## config.mk

```make
export PLATFORM = sky130hd
export DESIGN_NAME = multi_segment_clockgen
export DESIGN_NICKNAME = d
export VERILOG_FILES = /design/src/rtl/multi_segment_clockgen.sv
export SDC_FILE = /design/constraint.sdc
export NUM_CORES = 1
export LEC_CHECK = 0
export CAP_MARGIN = 20
export CORE_UTILIZATION = 30
export DETAILED_ROUTE_END_ITERATION = 16
export PLACE_DENSITY = 0.5
export SETUP_SLACK_MARGIN = 0.3
export SYNTH_ARGS = -nofsm -noshare
export SYNTH_HDL_FRONTEND = slang
export SYNTH_SLANG_ARGS = --single-unit
```

## constraint.sdc

```tcl
create_clock -name refclk -period 11.2 [get_ports refclk]
set_input_delay 2.24 -clock refclk [delete_from_list [all_inputs] [get_ports refclk]]
set_output_delay 2.24 -clock refclk [all_outputs]
set_load 0.01 [all_outputs]
```

## src/rtl/multi_segment_clockgen.sv

```systemverilog
`default_nettype none
// ============================================================================
// Module      : multi_segment_clockgen
// Description : Plays a stream of segment words as gated clock patterns.
//               A GEN segment drives on_counts high / off_counts low cycles,
//               repeated repeat_counts times, on the channels in ch_mask.
//               A segment with repeat_counts==0 is a WAIT: outputs idle
//               until a retrig_in rising edge or an on_counts-cycle timeout
//               (0 = no timeout). The next word is taken in the last cycle
//               of a segment, so back-to-back segments have no gap.
// Ports       : refclk, reset (sync, active-high)
//               start / abort            - single-cycle control pulses
//               retrig_in                - retrigger level (refclk domain)
//               seg_data/valid/ready     - FWFT segment source handshake
//               clk_out[NCH]             - generated clocks (registered)
//               busy, done, aborted      - run status (done/aborted sticky)
//               samples_generated, wait_samples, retrig_timeouts,
//               segs_accepted            - per-run statistics
// Revision    : 1.0 - initial release
// ============================================================================
module multi_segment_clockgen #(
  parameter int CW  = 48,
  parameter int RW  = 32,
  parameter int NCH = 4,
  parameter logic [NCH-1:0] INVERT = {NCH{1'b0}}
) (
  input  logic                    refclk,
  input  logic                    reset,
  input  logic                    start,
  input  logic                    abort,
  input  logic                    retrig_in,
  input  logic [2*CW+RW+NCH-1:0]  seg_data,
  input  logic                    seg_valid,
  output logic                    seg_ready,
  output logic [NCH-1:0]          clk_out,
  output logic                    busy,
  output logic                    done,
  output logic                    aborted,
  output logic [31:0]             samples_generated,
  output logic [31:0]             wait_samples,
  output logic [15:0]             retrig_timeouts,
  output logic [15:0]             segs_accepted
);

  localparam logic [CW:0]   PONE = 1;
  localparam logic [RW-1:0] RONE = 1;

  typedef enum logic [1:0] {
    IDLE = 2'd0,
    GEN  = 2'd1,
    WAIT = 2'd2
  } state_t;

  state_t         state, state_n;
  logic [CW-1:0]  on_cfg, on_n, off_cfg, off_n;
  logic [RW-1:0]  rep_cfg, rep_cfg_n, rep_cnt, rep_cnt_n;
  logic [NCH-1:0] mask, mask_n;
  // Position within the current period in GEN; elapsed cycles in WAIT.
  logic [CW:0]    pos, pos_n;
  logic           done_n, aborted_n;
  logic           clr_stats, inc_timeout;
  logic           retrig_q;

  // Incoming segment fields
  logic [CW-1:0]  in_on, in_off;
  logic [RW-1:0]  in_rep;
  logic [NCH-1:0] in_mask;
  assign {in_on, in_off, in_rep, in_mask} = seg_data;

  logic [CW:0] period_sum;
  logic        period_end, rep_last, seg_end;
  logic        retrig_rise, timeout, release_w, transfer, high_n;

  // One extra bit so on+off never overflows; a zero-length period is one low cycle.
  assign period_sum  = {1'b0, on_cfg} + {1'b0, off_cfg};
  assign period_end  = (period_sum == '0) ? 1'b1 : (pos == period_sum - PONE);
  assign rep_last    = ((rep_cnt + RONE) == rep_cfg);
  assign seg_end     = (state == GEN) && period_end && rep_last;
  assign retrig_rise = retrig_in && !retrig_q;
  assign timeout     = (on_cfg != '0) && ((pos + PONE) == {1'b0, on_cfg});
  assign release_w   = (state == WAIT) && (retrig_rise || timeout);

  // Abort (any state) and reset both withdraw the ready for this cycle.
  assign seg_ready = !reset && !abort &&
                     (((state == IDLE) && start) || seg_end || release_w);
  assign transfer  = seg_ready && seg_valid;
  assign busy      = (state != IDLE);

  always_comb begin
    state_n     = state;
    pos_n       = pos;
    rep_cnt_n   = rep_cnt;
    on_n        = on_cfg;
    off_n       = off_cfg;
    rep_cfg_n   = rep_cfg;
    mask_n      = mask;
    done_n      = done;
    aborted_n   = aborted;
    clr_stats   = 1'b0;
    inc_timeout = 1'b0;

    case (state)
      IDLE: begin
        if (start && !abort) begin
          if (seg_valid) begin
            clr_stats = 1'b1;
            done_n    = 1'b0;
            aborted_n = 1'b0;
          end else begin
            done_n = 1'b1;
          end
        end
      end
      GEN: begin
        if (abort) begin
          state_n   = IDLE;
          aborted_n = 1'b1;
        end else if (seg_end) begin
          if (!seg_valid) begin
            state_n = IDLE;
            done_n  = 1'b1;
          end
        end else if (period_end) begin
          pos_n     = '0;
          rep_cnt_n = rep_cnt + RONE;
        end else begin
          pos_n = pos + PONE;
        end
      end
      WAIT: begin
        if (abort) begin
          state_n   = IDLE;
          aborted_n = 1'b1;
        end else if (release_w) begin
          // A coincident trigger wins, so no timeout is recorded.
          inc_timeout = timeout && !retrig_rise;
          if (!seg_valid) begin
            state_n = IDLE;
            done_n  = 1'b1;
          end
        end else begin
          pos_n = pos + PONE;
        end
      end
      default: state_n = IDLE;
    endcase

    if (transfer) begin
      on_n      = in_on;
      off_n     = in_off;
      rep_cfg_n = in_rep;
      mask_n    = in_mask;
      pos_n     = '0;
      rep_cnt_n = '0;
      state_n   = (in_rep == '0) ? WAIT : GEN;
    end
  end

  // clk_out is registered from next-state values so the first high cycle
  // lands exactly one cycle after acceptance.
  assign high_n = (state_n == GEN) && (pos_n < {1'b0, on_n});

  always_ff @(posedge refclk) begin
    if (reset) begin
      state             <= IDLE;
      pos               <= '0;
      rep_cnt           <= '0;
      on_cfg            <= '0;
      off_cfg           <= '0;
      rep_cfg           <= '0;
      mask              <= '0;
      done              <= 1'b0;
      aborted           <= 1'b0;
      retrig_q          <= 1'b0;
      clk_out           <= INVERT;
      samples_generated <= '0;
      wait_samples      <= '0;
      retrig_timeouts   <= '0;
      segs_accepted     <= '0;
    end else begin
      state    <= state_n;
      pos      <= pos_n;
      rep_cnt  <= rep_cnt_n;
      on_cfg   <= on_n;
      off_cfg  <= off_n;
      rep_cfg  <= rep_cfg_n;
      mask     <= mask_n;
      done     <= done_n;
      aborted  <= aborted_n;
      retrig_q <= retrig_in;
      clk_out  <= ({NCH{high_n}} & mask_n) ^ INVERT;

      if (clr_stats) begin
        // The start cycle itself accepts the first segment.
        samples_generated <= '0;
        wait_samples      <= '0;
        retrig_timeouts   <= '0;
        segs_accepted     <= 16'd1;
      end else begin
        if (state == GEN)  samples_generated <= samples_generated + 32'd1;
        if (state == WAIT) wait_samples      <= wait_samples + 32'd1;
        if (inc_timeout && (retrig_timeouts != 16'hFFFF))
          retrig_timeouts <= retrig_timeouts + 16'd1;
        if (transfer && (segs_accepted != 16'hFFFF))
          segs_accepted <= segs_accepted + 16'd1;
      end
    end
  end

endmodule
`default_nettype wire

```

# Yosys cells after proc, flatten, opt, wreduce, memory -nomap -nowiden

Index checks and enable logic that the tools add are counted.
Widths: inputs -> output; s select.

Output and inout port bits: 104
Word-level logic and storage cells: 116
Register bits after elaboration: 318
Input port bits: 138

Mux-type cells: 38
Reduce and logical (&&, ||, !) cells: 35
Equality and inequality tests: 15
Bitwise gates (word level): 3
$lt $le $gt $ge: 1
Add/subtract/negate cells: 8

Operators by type and width:

| operator              | number |
|---|---|
| $mux 49               | 6 |
| $pmux 49 s2           | 1 |
| $add 32x1->32 const B | 3 |
| $add 48x48->49        | 1 |
| $add 49x1->49 const B | 1 |
| $eq 49x48->1          | 1 |
| $eq 49x49->1          | 1 |
| $logic_not 49->1      | 1 |
| $lt 49x48->1          | 1 |
| $sub 49x1->49 const B | 1 |
| $mux 48               | 1 |
| $reduce_bool 48->1    | 1 |
| $add 16x1->16 const B | 2 |
| $eq 32x32->1          | 1 |
| $logic_not 32->1      | 1 |
| $ne 16x16->1 const B  | 2 |
| $mux 1                | 19 |
| $logic_and 1x1->1     | 14 |
| $mux 2                | 7 |
| $ne 2x2->1 const B    | 5 |
| $reduce_and 4->1      | 2 |
| $pmux 2 s3            | 1 |
| $reduce_and 6->1      | 1 |
| $reduce_bool 2->1     | 3 |
| 13 further kinds      | 23 |

# Longest topological paths before layout

Depth in word-level cells: 14
Gate-level depth with buffers: 41

# Worst setup path after synthesis

OpenSTA, ideal clock, no wires.

Kind: register to register
Start: reg on_cfg[0]
End: reg clk_out[1]
Buffers on the path: 4
Path slack: 3.420 ns
Library setup time: 0.061 ns
Arrival: 7.719 ns
Period minus slack after synthesis: 7.780 ns
Cell stages (with the launch flop): 39
Data required time: 11.139 ns
Cells stage by stage: dfxtp_1 -> ha_1 -> inv_1 -> fa_1 -> nand2b_1 -> a211oi_1 -> o21ai_1 -> a21o_1 -> xor2_1 -> nand4_1 -> nor4_4 -> nand2_1 -> or4_1 -> or3_1 -> a211o_1 -> nor4_1 -> and4_1 -> buf_2 -> [3 not listed] -> buf_2 -> buf_2 -> a21oi_1 -> o21ai_0 -> and2_1 -> ha_1 -> nor2b_1 -> o21ai_0 -> nand2b_1 -> a21oi_1 -> o21ai_0 -> a21oi_1 -> o21ai_0 -> a221o_1 -> a21oi_1 -> o21ai_0 -> a311oi_1 -> and4bb_2

Longest elaborated chain between the ends: 14
Elaborated cells on any way between the ends: 35

RTL lines:

| element                                                 | RTL line | source |
|---|---|---|
| start, declared                                         | 55       | `logic [CW-1:0] on_cfg, on_n, off_cfg, off_n;` |
| start signal, assigned                                  | 184      | `on_cfg <= on_n;` |
| branches (longest 10 deep; another with $add 48x48->49) | -        |  |
| $mux 49 *                                               | 148      | `if (transfer) begin` |
| named net pos_n[23]                                     | 59       | `logic [CW:0] pos, pos_n;` |
| $lt 49x48->1 *                                          | 161      | `assign high_n = (state_n == GEN) && (pos_n < {1'b0, on_n});` |
| $logic_and 1x1->1 *                                     | 161      |  |
| $and 4x4->4 *                                           | 191      | `clk_out <= ({NCH{high_n}} & mask_n) ^ INVERT;` |
| end signal, assigned                                    | 191      |  |
| end, declared                                           | 35       | `output logic [NCH-1:0] clk_out,` |

Mark *: on every way through the listed nets, which the timed path passes.
A chain may end at the register's enable or synchronous reset.

# Worst setup path in the final report

Start: reg on_cfg[0]
End: reg clk_out[2]

Same word-level chain as after synthesis.

==> results.toml <==
[die]
floorplan.die.height_um = 283
boundaryPins = 242
die_width_um = 283
fp.dieArea_um2 = 80100
initial_core_util = 0.304
core.rowCount = 102
core_region_area_um2 = 77800

[yosys]
synth.avg_cell_area_um2 = 7.50
synth.yosys.seq_area_share = 0.269
synthesis.nets = 3407
synth-edff-count = 0
synth-seq-cells = 318
proportion_of_register_bits_with_asynchronous_set_or_reset_after_synthesis = 0
postSynth.topFlopCell = "sky130_fd_sc_hd__dfxtp_1"
post_synth_instance_area_um2 = 23700
synth_cells = 3161
synth_cell_type_count = 90
ys.warnings.count = 0

[clocking]
clockBufferDepth = 3
cts_tree = "yes"
h-tree-depth = 2
number_of_buffers_inserted_during_clock_tree_synthesis = 42
worstSkewPairLatency_ns = 0.58
cts.root.buffer_cell = "sky130_fd_sc_hd__clkbuf_16"
clkSlewWorstSetupHoldPaths_ns = 0.06
numClockSinks = 318

[placement]
placedInstanceArea_um2 = 26800
port_buffers = 241
dp_cells = 4268
hpwl_um = 65800
final_replace_weighted_congestion = 0.932

[timing]
setup_viol = 0
totalNegativeSetupSlack_ns = 0
timing.fmax_mhz = 99.6
grt_setup_unrepaired = "false"
tightestPinTransition_ns = 1.16
period_share = 0.896
timing.slew.headroom = 0.219
slew_violations = 0
worst_clock_skew_ns = 0.0195
final_period_minus_worst_setup_slack_ns = 10.04
finalHoldViolCount = 0

[worst_setup_path]
critPathArrivalTime_ns = 10.56
crit_fanout = 25
timing_worst_setup_path_type = "reg2reg"
worstPathRequired_ns = 11.73
critical_path.startpoint_type = "register"
critical-path-slowest-cell = "sky130_fd_sc_hd__or4_1"
largest_stage_delay_on_the_critical_path_ns = 0.72
cp-end-kind = "register"
crit_top_cell = "sky130_fd_sc_hd__o21ai_0"

[route]
detail_route.wirelength_um = 87000
vias = 23188
first_pass_iters = 5
detail_route.drc_violations = 0
vias_per_cell = 5.34
drt-wirelength-per-cell_um = 20.1
initialDrtViolationCount = 1694
ant_nets_after_route = 0

[min_path]
timing.hold.worst.class = "reg2reg"

[pwr]
power.internal_mw = 2.14
power.share.switching = 0.273
p_leak_nw = 10.1
sequentialPowerShare = 0.394
p_switching_mw = 0.801
p_comb_frac = 0.134
power_density_nw_per_um2 = 104
power.share.clock = 0.471
power.ir.vdd_worst_mv = 0.111

[grt]
maximum_number_of_pins_on_one_net_before_global_route_repair = 97
first_global_vias = 21816
grt_first_pass_wirelength_um = 134000
grt-ovfl-total = 0
grt_antenna_before_repair = 0
grt_use_total = 0.210

[layout]
diodes = 0
nets = 3519
area_growth_syn_to_layout_pct = 19.3
final_design_area_no_fill_um2 = 28300
layoutNonFillerInstCount = 4339
fillerInstances = 8306
layout-drive-gt1-share = 0.0433

[status]
outcome = "complete, no violations"

[job]
max_cap_viol_count = 0
synthesized netlist by cell type, types with 11 or more instances:
| cell | instances | area, um2 |
|---|---|---|
| sky130_fd_sc_hd__a211oi_1 | 19 | 143 |
| sky130_fd_sc_hd__a21boi_0 | 15 | 113 |
| sky130_fd_sc_hd__a21o_1 | 38 | 285 |
| sky130_fd_sc_hd__a21oi_1 | 238 | 1190 |
| sky130_fd_sc_hd__a221oi_1 | 23 | 201 |
| sky130_fd_sc_hd__a22oi_1 | 36 | 270 |
| sky130_fd_sc_hd__a31oi_1 | 23 | 144 |
| sky130_fd_sc_hd__and2_1 | 112 | 701 |
| sky130_fd_sc_hd__and3_1 | 73 | 457 |
| sky130_fd_sc_hd__and4_1 | 27 | 236 |
| sky130_fd_sc_hd__buf_1 | 12 | 45.0 |
| sky130_fd_sc_hd__buf_2 | 25 | 125 |
| sky130_fd_sc_hd__clkbuf_1 | 160 | 601 |
| sky130_fd_sc_hd__dfxtp_1 | 318 | 6370 |
| sky130_fd_sc_hd__ha_1 | 107 | 1340 |
| sky130_fd_sc_hd__inv_1 | 41 | 154 |
| sky130_fd_sc_hd__mux2i_1 | 60 | 601 |
| sky130_fd_sc_hd__nand2_1 | 381 | 1430 |
| sky130_fd_sc_hd__nand2b_1 | 26 | 163 |
| sky130_fd_sc_hd__nand3_1 | 103 | 515 |
| sky130_fd_sc_hd__nand4_1 | 80 | 500 |
| sky130_fd_sc_hd__nor2_1 | 311 | 1170 |
| sky130_fd_sc_hd__nor2b_1 | 20 | 125 |
| sky130_fd_sc_hd__nor3_1 | 70 | 350 |
| sky130_fd_sc_hd__nor4_1 | 45 | 282 |
| sky130_fd_sc_hd__nor4b_1 | 11 | 96.3 |
| sky130_fd_sc_hd__o211ai_1 | 26 | 195 |
| sky130_fd_sc_hd__o21a_1 | 16 | 120 |
| sky130_fd_sc_hd__o21ai_0 | 183 | 916 |
| sky130_fd_sc_hd__o31ai_1 | 25 | 188 |
| sky130_fd_sc_hd__or2_2 | 20 | 125 |
| sky130_fd_sc_hd__or3_1 | 37 | 231 |
| sky130_fd_sc_hd__xnor2_1 | 175 | 1530 |
| sky130_fd_sc_hd__xor2_1 | 145 | 1270 |
area by class of cell:
class / instances / area, um2 / area share
timing repair buffer: 268 / 2640 / 0.0932
inverter: 42 / 158 / 0.00557
tap: 1040 / 1300 / 0.0460
clock inverter: 15 / 233 / 0.00823
clock buffer: 55 / 1150 / 0.0407
multi-input combinational: 2601 / 16400 / 0.581
sequential: 318 / 6370 / 0.225
registers in the layout, summed over array words and instances, names as in the netlist, 4 cells and up:
register and count:
on_cfg 48, rep_cfg 32, segs_accepted 16, off_cfg 48, rep_cnt 32, clk_out 4
pos 49, retrig_timeouts 16, samples_generated 32, mask 4, wait_samples 32
logic make-up (layout without fill, tap and decap cells):
kind of cell | count (synthesis) | count (layout) | synth area share
simple gates | 1368 | 1368 | 0.289
compound gates | 740 | 740 | 0.197
xor+xnor | 324 | 324 | 0.122
flops | 318 | 318 | 0.269
buf+inv | 242 | 380 | 0.0403
fa+ha+maj | 108 | 108 | 0.0573
mux | 61 | 61 | 0.0258
per-layer routing:
layer  share of wire  GRT usage
met5               0          0
met2            0.47      0.352
met3           0.045     0.0254
met1            0.45      0.278
met4           0.033     0.0709
worst paths after layout:
path                                     to  cells after the start        start  slack, ns
worst max-delay path             clk_out[2]                     36    on_cfg[0]       1.16
worst min-delay path            off_cfg[33]                      2  off_cfg[33]       0.45
worst max register to register   clk_out[2]                     36    on_cfg[0]       1.16
worst min register to register  off_cfg[33]                      2  off_cfg[33]       0.45
power by group through the flow:
stage / clock, mW / combinational (mW) / sequential, mW
3_3_place_gp: 0 / 0.389 / 1.18
4_1_cts: 1.43 / 0.389 / 1.16
3_5_place_dp: 0 / 0.387 / 1.18
5_1_grt: 1.46 / 0.429 / 1.16
2_1_floorplan: 0 / 0.241 / 1.18
6_report: 1.39 / 0.395 / 1.16
stage by stage:
step                      total power, mW  hold WS (ns)   util  worst slack [ns]
after detailed placement             1.57         0.453  0.345             0.949
after global placement               1.57         0.446  0.345             0.980
after floorplan                      1.42         0.436      -              3.42
after global routing                 3.05         0.478  0.363             0.361
after CTS                            2.98         0.458  0.363             0.929
final                                2.94         0.455  0.363              1.16
worst max-delay path: cells and delay by family (launching register included):
| kind | cells | cell delay [ns] |
|---|---|---|
| AND/OR/NAND/NOR | 13 | 3.25 |
| adder cells (fa/ha/maj) | 3 | 0.89 |
| buffers and inverters | 2 | 0.39 |
| AO/OA/AOI/OAI | 17 | 4.59 |
| XOR/XNOR | 1 | 0.34 |
| flip-flops | 1 | 0.54 |
repair_timing:
item                       4_1_cts  5_1_grt
setup buffers                    0        0
setup endpoints to repair        0        4
hold buffers                     0        0
resized for setup                0        4
placed cells by master, fill, tap and decap left out, types with 20 or more instances in the layout:
| master | count |
|---|---|
| sky130_fd_sc_hd__buf_4 | 26 |
| sky130_fd_sc_hd__a21oi_1 | 238 |
| sky130_fd_sc_hd__o31ai_1 | 25 |
| sky130_fd_sc_hd__nor4_1 | 43 |
| sky130_fd_sc_hd__mux2i_1 | 60 |
| sky130_fd_sc_hd__nand4_1 | 80 |
| sky130_fd_sc_hd__a22oi_1 | 36 |
| sky130_fd_sc_hd__nor3_1 | 69 |
| sky130_fd_sc_hd__and2_1 | 112 |
| sky130_fd_sc_hd__nand2_1 | 381 |
| sky130_fd_sc_hd__nand2b_1 | 25 |
| sky130_fd_sc_hd__dfxtp_1 | 318 |
| sky130_fd_sc_hd__clkdlybuf4s50_1 | 240 |
| sky130_fd_sc_hd__inv_1 | 41 |
| sky130_fd_sc_hd__clkbuf_16 | 42 |
| sky130_fd_sc_hd__o211ai_1 | 26 |
| sky130_fd_sc_hd__a221oi_1 | 23 |
| sky130_fd_sc_hd__and3_1 | 73 |
| sky130_fd_sc_hd__or2_2 | 20 |
| sky130_fd_sc_hd__a31oi_1 | 23 |
| sky130_fd_sc_hd__ha_1 | 106 |
| sky130_fd_sc_hd__and4_1 | 27 |
| sky130_fd_sc_hd__xnor2_1 | 175 |
| sky130_fd_sc_hd__a21o_1 | 37 |
| sky130_fd_sc_hd__xor2_1 | 145 |
| sky130_fd_sc_hd__or3_1 | 37 |
| sky130_fd_sc_hd__o21ai_0 | 183 |
| sky130_fd_sc_hd__nand3_1 | 103 |
| sky130_fd_sc_hd__nor2_1 | 310 |
| sky130_fd_sc_hd__nor2b_1 | 20 |
Note: power is estimated with default switching activity, not from simulation.
